**config.mk**
```make
export PLATFORM = sky130hd
export DESIGN_NAME = load_store_unit
export DESIGN_NICKNAME = d
export VERILOG_FILES = /design/src/rtl/load_store_unit.sv
export SDC_FILE = /design/constraint.sdc
export NUM_CORES = 1
export LEC_CHECK = 0
export ABC_AREA = 1
export BUFFER_PORTS_ARGS = -buffer_cell sky130_fd_sc_hd__buf_2
export CORE_ASPECT_RATIO = 1.5
export CORE_UTILIZATION = 52
export CTS_CLUSTER_SIZE = 12
export DETAILED_ROUTE_END_ITERATION = 8
export PLACE_DENSITY = 0.85
export SLEW_MARGIN = 25
export SYNTH_ARGS = -nofsm -noshare
export SYNTH_HDL_FRONTEND = slang
export SYNTH_SLANG_ARGS = --single-unit
```
**constraint.sdc**
```tcl
create_clock -name clk -period 3.25 [get_ports clk]
set_input_delay 0.325 -clock clk [delete_from_list [all_inputs] [get_ports clk]]
set_output_delay 0.325 -clock clk [all_outputs]
set_load 0.01 [all_outputs]
```
**src/rtl/load_store_unit.sv**
```systemverilog
// Byte/halfword load-store unit in front of a single-cycle combinational data memory.
// Byte stores use read-modify-write; misaligned halfwords complete with an error and no memory access.
module load_store_unit #(
  parameter int DATA_WIDTH = 16,
  parameter int ADDR_WIDTH = 16
) (
  input  logic                  clk,
  input  logic                  rst,
  input  logic                  req_valid,
  output logic                  req_ready,
  input  logic                  req_we,
  input  logic                  req_size,
  input  logic                  req_unsigned,
  input  logic [ADDR_WIDTH-1:0] req_addr,
  input  logic [DATA_WIDTH-1:0] req_wdata,
  output logic                  resp_valid,
  output logic [DATA_WIDTH-1:0] resp_rdata,
  output logic                  resp_err,
  output logic [ADDR_WIDTH-1:0] mem_addr,
  output logic [DATA_WIDTH-1:0] mem_data,
  output logic                  mem_we,
  input  logic [DATA_WIDTH-1:0] mem_q
);

  typedef enum logic [2:0] {IDLE, LOAD, RMW_READ, WRITE, RESP} state_t;

  state_t                  state, state_next;
  logic                    we_q, size_q, uns_q, err_q;
  logic [ADDR_WIDTH-1:0]   addr_q;
  logic [DATA_WIDTH-1:0]   data_q;
  logic                    accept;
  logic [ADDR_WIDTH-1:0]   word_addr;
  logic [7:0]              sel_byte;
  logic [DATA_WIDTH-1:0]   load_word;
  logic [DATA_WIDTH-1:0]   merged_word;

  assign req_ready = (state == IDLE) && !rst;
  assign accept    = req_valid && req_ready;
  assign word_addr = {1'b0, addr_q[ADDR_WIDTH-1:1]};

  always_comb begin
    sel_byte = addr_q[0] ? mem_q[15:8] : mem_q[7:0];
    if (size_q)
      load_word = mem_q;
    else if (uns_q)
      load_word = {{(DATA_WIDTH-8){1'b0}}, sel_byte};
    else
      load_word = {{(DATA_WIDTH-8){sel_byte[7]}}, sel_byte};
    // data_q still holds the latched store data while in RMW_READ
    merged_word = mem_q;
    if (addr_q[0])
      merged_word[15:8] = data_q[7:0];
    else
      merged_word[7:0] = data_q[7:0];
  end

  always_comb begin
    state_next = state;
    unique case (state)
      IDLE: begin
        if (accept) begin
          if (req_size && req_addr[0]) state_next = RESP;
          else if (!req_we)            state_next = LOAD;
          else if (req_size)           state_next = WRITE;
          else                         state_next = RMW_READ;
        end
      end
      LOAD:     state_next = RESP;
      RMW_READ: state_next = WRITE;
      WRITE:    state_next = RESP;
      RESP:     state_next = IDLE;
      default:  state_next = IDLE;
    endcase
  end

  always_comb begin
    mem_addr   = '0;
    mem_data   = '0;
    mem_we     = 1'b0;
    resp_valid = 1'b0;
    resp_err   = 1'b0;
    resp_rdata = '0;
    if (state == LOAD || state == RMW_READ || state == WRITE)
      mem_addr = word_addr;
    if (state == WRITE) begin
      mem_we   = 1'b1;
      mem_data = data_q;
    end
    if (state == RESP) begin
      resp_valid = 1'b1;
      resp_err   = err_q;
      if (!we_q && !err_q)
        resp_rdata = data_q;
    end
  end

  always_ff @(posedge clk or posedge rst) begin
    if (rst) begin
      state  <= IDLE;
      we_q   <= 1'b0;
      size_q <= 1'b0;
      uns_q  <= 1'b0;
      err_q  <= 1'b0;
      addr_q <= '0;
      data_q <= '0;
    end else begin
      state <= state_next;
      unique case (state)
        IDLE: begin
          if (accept) begin
            we_q   <= req_we;
            size_q <= req_size;
            uns_q  <= req_unsigned;
            err_q  <= req_size & req_addr[0];
            addr_q <= req_addr;
            data_q <= req_wdata;
          end
        end
        LOAD:     data_q <= load_word;
        RMW_READ: data_q <= merged_word;
        default:  ;
      endcase
    end
  end

endmodule

```
; After elaboration in Yosys (flattened, before gate mapping)
; Index checks and enable logic that the tools add are counted.
; W data, S select, Z words.
[word_totals]
output_inout_bits = 52
word_cells = 49
reg_bits = 39
in_bits = 54
[op_classes]
n_reduce_logical = 15
n_bitwise = 1
mux = 19
eq_ne = 6
[op_table]
columns = op, n
row1 = $mux W16, 6
row2 = $pmux W16 S3, 1
row3 = $mux W8, 3
row4 = $mux W15, 1
row5 = $pmux W3 S3, 1
row6 = $eq A3 B2 Y1 const B, 2
row7 = $mux W3, 2
row8 = $logic_and A1 B1 Y1, 4
row9 = $mux W1, 4
row10 = $ne A2 B2 Y1 const B, 2
row11 = $reduce_and A2 Y1, 2
row12 = $eq A3 B1 Y1 const B, 1
row13 = $eq A3 B3 Y1 const B, 1
row14 = $logic_not A1 Y1, 3
row15 = $logic_not A3 Y1, 1
row16 = $reduce_and A3 Y1, 1
row17 = $reduce_bool A3 Y1, 1
row18 = $logic_or A1 B1 Y1, 2
row19 = $mux W2, 1
row20 = $reduce_or A2 Y1, 1
row21 = $and A1 B1 Y1, 1

; Logic depth before layout (Yosys ltp)
; Gate-level depths: netlist (run 1).
[depth]
word_depth = 5
depth_mapped = 9
mapped_depth_nobuf = 8

; Worst setup path before layout (run 1)
; Ideal clock, no wire load.
[synth_path]
kind = input to register
from = input rst
to = register data_q[0]
setup_time_ps = 117
path_slack_ps = 1270
required_ps = 3133
path_stages = 6
n_path_buf = 0
arrival_time_ps = 1863
path_cell_list = inv_1 a21oi_4 nor2_4 nand2_1 nand2_1 nand2_1
[synth_between]
elab_chain_cells = 5
[synth_lines]
columns = element, line
row1 = from (decl), 8  ; input logic rst,
row2 = $logic_not A1 Y1 (no source line), n/a
row3 = $logic_and A1 B1 Y1, 37  ; assign req_ready = (state == IDLE) && !rst;
row4 = $logic_and A1 B1 Y1, 38  ; assign accept = req_valid && req_ready;
row5 = $ne A2 B2 Y1 (no source line), n/a
row6 = $reduce_and A3 Y1 (no source line), n/a
row7 = to (signal assigned), 116  ; data_q <= req_wdata;
row8 = to (signal assigned), 119  ; LOAD: data_q <= load_word;
row9 = to (signal assigned), 120  ; RMW_READ: data_q <= merged_word;
row10 = to (decl), 30  ; logic [DATA_WIDTH-1:0] data_q;
; Every way passes these cells.
; A chain may end at the register's enable or synchronous reset.

; Final worst setup path (run 1)
[layout_path]
from = register state[1]
to = output resp_rdata[2]
[layout_between]
elab_chain_cells = 2
[layout_lines]
columns = element, line
row1 = from (decl), 27  ; state_t state, state_next;
row2 = from (signal assigned), 107  ; state <= state_next;
row3 = $eq A3 B3 Y1, 89  ; if (state == RESP) begin
row4 = $mux W16, 89
row5 = to (decl), 17  ; output logic [DATA_WIDTH-1:0] resp_rdata,
; Every way passes these cells.

==> results_dict.tcl, run 1 <==
set metrics [dict create \
    antenna_found_initial 0 \
    final_util 0.674 \
    status "complete, no violations" \
    fin_worst_skew_ps 10.1 \
    p_int_w 0.00132 \
    crit_chain "nor2_4 > inv_2 > nor2_1 > inv_2 > nor3_1 > buf_2" \
    drt-wirelength-per-cell_um 11.6 \
    syn_avg_cell_area_um2 6.03 \
    start_util 0.538 \
    switchingPower_w 0.00132 \
    vias_per_cell 4.83 \
    fin_cells 593 \
    cpPeakStageDelay_ps 450 \
    power_density_nw_per_um2 821 \
    numCtsBuffers 5 \
    die_w_um 59.4 \
    ys_types 19 \
    fill_cells 457 \
    ir_drop_uv 453 \
    setup_violations 0 \
    cp.required_ps 2920 \
    hp-class "input pin to flip-flop" \
    area_delta_synth_final_pct 25.2 \
    fin_tns_setup_ps 0 \
    cts_setup_buffers 0 \
    dp_cells 585 \
    worst_path_max_delay_cell "dfrtp_1" \
    fin_crit_ps 2010 \
    die_area_um2 5230 \
    netlist_area_um2 2570 \
    clock-root-buffer "clkbuf_8" \
    clk_latency_ps 300 \
    ys_seq_area_frac 0.380 \
    synth.net_count 480 \
    core_area_um2 4770 \
    clock.fmax_mhz 498 \
    cts.path.max_buffers 2 \
    cts_num_sinks 39 \
    drv_slew 0 \
    hold_buffers 0 \
    port_buffers 104 \
    tightest_slew_ps 577 \
    slew_headroom 0.614 \
    cp-start-kind "flip-flop" \
    rsz0062_at_grt "no" \
    nets 580 \
    io_pins 106 \
    path_common_cell "inv_2" \
    dr_total_vias 2867 \
    multiInputGateArea_um2 1250 \
    regArea_um2 976 \
    dp_hpwl_mm 5.27 \
    dr.pass1.iters 4 \
    cts_tree "yes" \
    p_seq_frac 0.316 \
    min_period_over_period 0.617 \
    syn_inst 426 \
    globalplace.congestion 0.911 \
    grt_pass1_wl_mm 10.9 \
    grt-ovfl-total 0 \
    n_antenna_cell 0 \
    cap_violations 0 \
    grt_max_degree 40 \
    drt_iter0_drc 181 \
    drive_gt1_frac 0.241 \
    grt_util_all_layers 0.280 \
    crit_buf_inv 3 \
    path_clk_slew_ps 80 \
    cts.htree.levels 2 \
    switching_share 0.499 \
    core.rowCount 31 \
    postCtsResizedCells 0 \
    cp_max_fo 17 \
    die_y_um 88.1 \
    finalHoldViolations 0 \
    clockPowerShare 0.126 \
    p_leak_nw 2.00 \
    holdWs_ps 227 \
    ant_nets 0 \
    critPathTopFamily "simple AND/OR/NAND/NOR gates" \
    grt_pass1_vias 2619 \
    worst_ep_arrival_time_ps 1680 \
    routed_wirelength_mm 6.86 \
    crit_type "flip-flop to output pin" \
    ys_seq_elements 39 \
    end_kind "output pin" \
    remaining_drc_errors 0 \
    synth_warnings 0 \
    p_comb_frac 0.557 \
]
power by group through the flow:
stage                     clock, W  sequential (W)  combinational [W]
after floorplan                  0        0.000799            0.00110
after global placement           0        0.000835            0.00142
after detailed placement         0        0.000844            0.00147
after CTS                 0.000338        0.000835            0.00147
after global routing      0.000348        0.000864            0.00168
final                     0.000334        0.000834            0.00147
area by class of cell:
class,instances,share of cell area
multi-input combinational,300,0.390
sequential,39,0.304
timing repair buffer,106,0.167
inverter,74,0.0864
tap,66,0.0257
clock buffer,5,0.0214
clock inverter,3,0.00623
per-layer routing:
layer / track usage / wire [um] / up-vias
li1: - / - / 1455
met1: 0.314 / 2740 / 1292
met2: 0.514 / 3570 / 106
met3: 0.0369 / 402 / 14
met4: 0.121 / 156 / 0
met5: 0 / 0 / -
placed cells by master (no fill, tap or decap), drive strengths merged:
master / instances
a21boi: 1
a21oi: 3
buf: 106
clkbuf: 5
clkinv: 1
clkinvlp: 2
conb: 1
dfrtp: 39
inv: 74
nand2: 157
nand3: 20
nor2: 81
nor3: 16
nor3b: 1
o21ai: 20
logic make-up after synthesis:
family | share of synthesized area
AO/OA/AOI/OAI | 0.0521
AND/OR/NAND/NOR | 0.433
flip-flops | 0.380
other | 0.00146
buffers and inverters | 0.134
worst register-to-register path: stages, from the launching register on:
cell     delay (ps)
dfrtp_1         430
inv_1            80
nand3_1         370
inv_2           180
nand2_1         120
nand2_1          80
nor2_2          270
nand2_1         100
nand2_1          80
sequential cells by signal (all words and copies together), names as in the netlist:
name and count:
addr_q 16, err_q 1, state 3, size_q 1, uns_q 1, data_q 16, we_q 1
final timing paths:
| kind | from | end | slack, ps | cells past startpoint |
|---|---|---|---|---|
| worst min register to register | data_q[3]$_DFFE_PP0P_ | data_q[3]$_DFFE_PP0P_ | 480 | 2 |
| worst max-delay path | state[1]$_DFFE_PP0P_ | resp_rdata[2] | 1240 | 6 |
| min in group asynchronous | rst | addr_q[6]$_DFFE_PP0P_ | 260 | 3 |
| worst min-delay path | req_addr[14] | addr_q[14]$_DFFE_PP0P_ | 230 | 3 |
| worst max register to register | state[0]$_DFFE_PP0P_ | data_q[6]$_DFFE_PP0P_ | 1490 | 8 |
| max in group asynchronous | rst | data_q[7]$_DFFE_PP0P_ | 2650 | 3 |
cells in the mapped netlist, drive strengths merged:
cell type / n / share of area
buf: 8 / 0.019
nand2: 157 / 0.23
inv: 74 / 0.11
clkbuf: 5 / 0.0073
dfrtp: 39 / 0.38
a21oi: 3 / 0.010
conb: 1 / 0.0015
nor2: 81 / 0.13
nor3: 16 / 0.031
a21boi: 1 / 0.0029
o21ai: 20 / 0.039
nor3b: 1 / 0.0049
nand3: 20 / 0.039
stage by stage:
| step | power (W) | instance area (um2) | setup slack (ps) |
|---|---|---|---|
| global route | 0.00290 | 3220 | 1100 |
| CTS | 0.00265 | 3220 | 1270 |
| global placement | 0.00226 | 3130 | 1550 |
| detailed placement | 0.00231 | 3130 | 1540 |
| finish | 0.00264 | 3220 | 1240 |
| floorplan | 0.00190 | 2570 | 1270 |
Power figures use the tool's default switching activity.
==> run 2, diff against run 1 <==
- CORE_UTILIZATION: 52 -> 49
- PLACE_DENSITY: 0.85 -> 0.8
- clock period: 3.25 -> 1.9 ns (I/O delays scaled with it)
==> results_dict.tcl, run 2 (same netlist as run 1, synthesis figures left out) <==
set metrics [dict create \
    grt_util_all_layers 0.269 \
    die_w_um 61.1 \
    cts_setup_buffers 0 \
    grt_pass1_vias 2736 \
    cp-start-kind "flip-flop" \
    p_leak_nw 2.03 \
    ir_drop_uv 853 \
    min_period_over_period 0.936 \
    n_antenna_cell 0 \
    slew_headroom 0.601 \
    regArea_um2 976 \
    nets 585 \
    grt_pass1_wl_mm 11.3 \
    p_seq_frac 0.309 \
    cp.required_ps 1710 \
    drive_gt1_frac 0.254 \
    fin_crit_ps 1780 \
    clk_latency_ps 290 \
    vias_per_cell 4.84 \
    multiInputGateArea_um2 1260 \
    dr.pass1.iters 4 \
    fin_worst_skew_ps 4.19 \
    switchingPower_w 0.00228 \
    end_kind "output pin" \
    grt_max_degree 40 \
    port_buffers 104 \
    fill_cells 492 \
    path_clk_slew_ps 80 \
    drv_slew 0 \
    io_pins 106 \
    cp_max_fo 17 \
    clockPowerShare 0.122 \
    dp_hpwl_mm 5.27 \
    tightest_slew_ps 597 \
    final_util 0.663 \
    cap_violations 0 \
    start_util 0.521 \
    numCtsBuffers 5 \
    routed_wirelength_mm 6.91 \
    status "complete, no violations" \
    hp-class "input pin to flip-flop" \
    switching_share 0.496 \
    cpPeakStageDelay_ps 440 \
    cts.htree.levels 2 \
    globalplace.congestion 0.908 \
    dr_total_vias 2894 \
    power_density_nw_per_um2 1410 \
    grt-ovfl-total 0 \
    clock-root-buffer "clkbuf_8" \
    cts_num_sinks 39 \
    core.rowCount 31 \
    p_comb_frac 0.569 \
    worst_path_max_delay_cell "dfrtp_1" \
    die_area_um2 5540 \
    reg_top3 "addr_q x16, data_q x16, state x3" \
    crit_type "flip-flop to output pin" \
    drt-wirelength-per-cell_um 11.5 \
    clock.fmax_mhz 563 \
    finalHoldViolations 0 \
    area_delta_synth_final_pct 27.1 \
    layout_common_cells "nand2_1 (154), buf_2 (104), nor2_1 (76)" \
    setup_violations 0 \
    antenna_found_initial 0 \
    ant_nets 0 \
    p_int_w 0.00232 \
    core_area_um2 4930 \
    cts.path.max_buffers 2 \
    cts_tree "yes" \
    drt_iter0_drc 194 \
    final_common_cell "nand2_1" \
    rsz0062_at_grt "no" \
    rrSetupSlack_ps 340 \
    fin_tns_setup_ps 0 \
    crit_chain "nor2_4 > inv_2 > nor2_2 > inv_4 > nor3_1 > buf_2" \
    die_y_um 90.7 \
    remaining_drc_errors 0 \
    worst_ep_arrival_time_ps 1590 \
]
## run 2: cell count changes in the layout (fill, tap and decap cells not counted)
cell / delta
nor3_2: +1
nand2_2: +1
inv_4: +1
nor2_1: -1
nor3_1: -1
buf_4: +5
inv_2: -1
nor2_2: +1
nand2_1: -1
## run 2: power by group through the flow
| stage | logic (W) | registers, W | clock network, W |
|---|---|---|---|
| after floorplan | 0.00189 | 0.00137 | 0 |
| after global placement | 0.00251 | 0.00142 | 0 |
| after detailed placement | 0.00257 | 0.00144 | 0 |
| after CTS | 0.00259 | 0.00142 | 0.000572 |
| after global routing | 0.00300 | 0.00146 | 0.000600 |
| final | 0.00262 | 0.00142 | 0.000563 |
## run 2: cell type report
type / count / share of cell area
inverter: 74 / 0.0858
tap: 66 / 0.0253
clock buffer: 5 / 0.0211
multi-input combinational: 300 / 0.387
clock inverter: 3 / 0.00613
timing repair buffer: 111 / 0.175
sequential: 39 / 0.299
## run 2: repair_timing
item / in CTS / in global routing
endpoints found under the hold margin: 0 / 0
setup endpoints to repair: 0 / 16
hold buffers: 0 / 0
gates resized for setup: 0 / 4
## run 2: worst max-delay path: cells and delay by family (launching register included)
family        cells  cell delay (ps)
simple gates      3              480
buf+inv           3              360
flops             1              440
## run 2: routing by layer
metal | track usage | vias up | share of wire
met5 | 0 | - | 0
met4 | 0.129 | 0 | 0.033
met3 | 0.0602 | 22 | 0.064
met2 | 0.476 | 115 | 0.51
met1 | 0.283 | 1292 | 0.40
li1 | - | 1465 | -
## run 2: worst paths after layout
kind,start,end,cells after the start
min in group asynchronous,rst,addr_q[3]$_DFFE_PP0P_,3
min reg2reg,data_q[2]$_DFFE_PP0P_,data_q[2]$_DFFE_PP0P_,2
max,state[0]$_DFFE_PP0P_,resp_rdata[8],6
max reg2reg,state[0]$_DFFE_PP0P_,data_q[0]$_DFFE_PP0P_,7
min,req_addr[15],addr_q[15]$_DFFE_PP0P_,3
max in group asynchronous,rst,data_q[15]$_DFFE_PP0P_,3
## run 2: stage by stage
stage	std cells	worst slack, ps	area [um2]	total power, W	hold slack [ps]
after floorplan	426	55.0	2570	0.00326	311
after global placement	590	395	3160	0.00393	394
after detailed placement	590	384	3160	0.00401	402
after CTS	598	65.2	3250	0.00458	95.5
after global routing	598	5.96	3270	0.00506	100
final	598	122	3270	0.00460	96.6
==> run 3, diff against run 2 <==
- CORE_UTILIZATION: 49 -> 52
- GPL_ROUTABILITY_DRIVEN: default -> 0
- PLACE_DENSITY: 0.8 -> 0.85
- clock period: 1.9 -> 2.3 ns (I/O delays scaled with it)
==> results_dict.tcl, run 3 (same netlist as run 1, synthesis figures left out) <==
set metrics [dict create \
    grt_util_met3 0.0502 \
    nets 581 \
    start_util 0.538 \
    io_pins 106 \
    hp-class "input pin to flip-flop" \
    hold_buffers 0 \
    r2r-start "size_q$_DFFE_PP0P_" \
    fill_cells 452 \
    cts.path.max_buffers 2 \
    setup_violations 0 \
    cp-start-kind "flip-flop" \
    cpPeakStageDelay_ps 430 \
    crit_chain "nor2_4 > inv_2 > nor2_1 > inv_2 > nor3_1 > buf_2" \
    path_common_cell "inv_2" \
    die_y_um 88.1 \
    rsz0062_at_grt "no" \
    grt_util_all_layers 0.277 \
    grt_pass1_vias 2572 \
    grt_max_degree 42 \
    slew_headroom 0.620 \
    cts_num_sinks 39 \
    rrSetupSlack_ps 740 \
    dr.pass1.iters 4 \
    dr_total_vias 2842 \
    postCtsResizedCells 0 \
    rr_worst_depth 8 \
    remaining_drc_errors 0 \
    tightest_slew_ps 568 \
    die_area_um2 5230 \
    min_period_over_period 0.826 \
    fin_worst_skew_ps 8.34 \
    crit_type "flip-flop to output pin" \
    crit_path_start "state[0]$_DFFE_PP0P_" \
    critPathTopFamily "simple AND/OR/NAND/NOR gates" \
    p_leak_nw 2.03 \
    drv_slew 0 \
    clock.fmax_mhz 526 \
    worst_path_max_delay_cell "dfrtp_1" \
    grt_pass1_wl_mm 10.8 \
    status "complete, no violations" \
    cp.required_ps 2070 \
    routed_wirelength_mm 6.89 \
    fin_crit_ps 1900 \
    drive_gt1_frac 0.242 \
    crit_buf_inv 3 \
    cap_violations 0 \
    drt_iter0_drc 138 \
    cp-endpoint "resp_rdata[15]" \
    cts_setup_buffers 0 \
    grtUsageMet2 0.494 \
    n_antenna_cell 0 \
    power_density_nw_per_um2 1210 \
    cp.depth 6 \
    grt.met1_usage 0.317 \
    reg_top3 "addr_q x16, data_q x16, state x3" \
    area_delta_synth_final_pct 27.3 \
    die_w_um 59.4 \
    core.rowCount 31 \
    layout_common_cells "nand2_1 (155), buf_2 (104), nor2_1 (77)" \
    dp_hpwl_mm 5.18 \
    ant_nets 0 \
    worst_ep_arrival_time_ps 1670 \
    antenna_found_initial 0 \
    core_area_um2 4770 \
    path_clk_slew_ps 80 \
    cts.htree.levels 2 \
    fin_cells 594 \
    ir_drop_uv 756 \
    grt-busiest-layer "met2" \
    final_util 0.686 \
    cp_max_fo 17 \
    holdWs_ps 131 \
    finalHoldViolations 0 \
    vias_per_cell 4.78 \
    port_buffers 104 \
    drt-wirelength-per-cell_um 11.6 \
    cts_tree "yes" \
    numCtsBuffers 5 \
    dp_cells 586 \
    clock-root-buffer "clkbuf_8" \
    grt-ovfl-total 0 \
    fin_tns_setup_ps 0 \
    final_common_cell "nand2_1" \
    end_kind "output pin" \
    reg2reg_to "data_q[6]$_DFFE_PP0P_" \
    total_power_w 0.00396 \
    clk_latency_ps 310 \
]
run 3: cell types whose count changed in the layout (fill, tap and decap cells not counted), sizes merged:
cell,before,now
bufinv,0,2
buf,111,107
clkinvlp,2,1
clkinv,1,0
run 3: report_power, final:
part	internal [W]	switching, W	leakage [nW]
sequential	0.00101	0.000163	0.484
combinational	0.000649	0.00143	1.48
clock	0.000433	0.000270	0.0644
total	0.00210	0.00186	2.03
run 3: area by class of cell:
class / instances / area, um2 / area share
well taps: 66 / 82.6 / 0.0252
multi-input cells: 300 / 1250 / 0.384
clock inverters: 3 / 67.6 / 0.0207
flip-flops and latches: 39 / 976 / 0.298
repair buffers: 107 / 543 / 0.166
inverters: 74 / 278 / 0.0849
clock buffers: 5 / 68.8 / 0.0210
run 3: worst reg2reg max path, delay by kind of cell (launching register included):
| family | cells | cell delay (ps) |
|---|---|---|
| buffers and inverters | 2 | 490 |
| and+or+nand+nor | 6 | 590 |
| DFF | 1 | 370 |
run 3: metrics by stage:
step	setup slack (ps)	cell area (um2)
floorplan	415	2570
global placement	786	3130
detailed placement	748	3130
CTS	405	3270
global route	310	3270
finish	399	3270
run 3: how the worst min path moves through the flow:
stage | end | slack, ps | from | cells after the start
floorplan | addr_q[0]$_DFFE_PP0P_ | 350 | req_addr[0] | 2
global placement | addr_q[1]$_DFFE_PP0P_ | 440 | req_addr[1] | 3
finish | addr_q[6]$_DFFE_PP0P_ | 130 | req_addr[6] | 3
detailed placement | addr_q[1]$_DFFE_PP0P_ | 440 | req_addr[1] | 3
CTS | addr_q[1]$_DFFE_PP0P_ | 130 | req_addr[1] | 3
global route | addr_q[14]$_DFFE_PP0P_ | 130 | req_addr[14] | 3
run 3: layer usage:
metal	share of wire	routed length (um)
met5	0	0
met4	0.018	126
met3	0.064	439
met2	0.51	3520
met1	0.41	2800
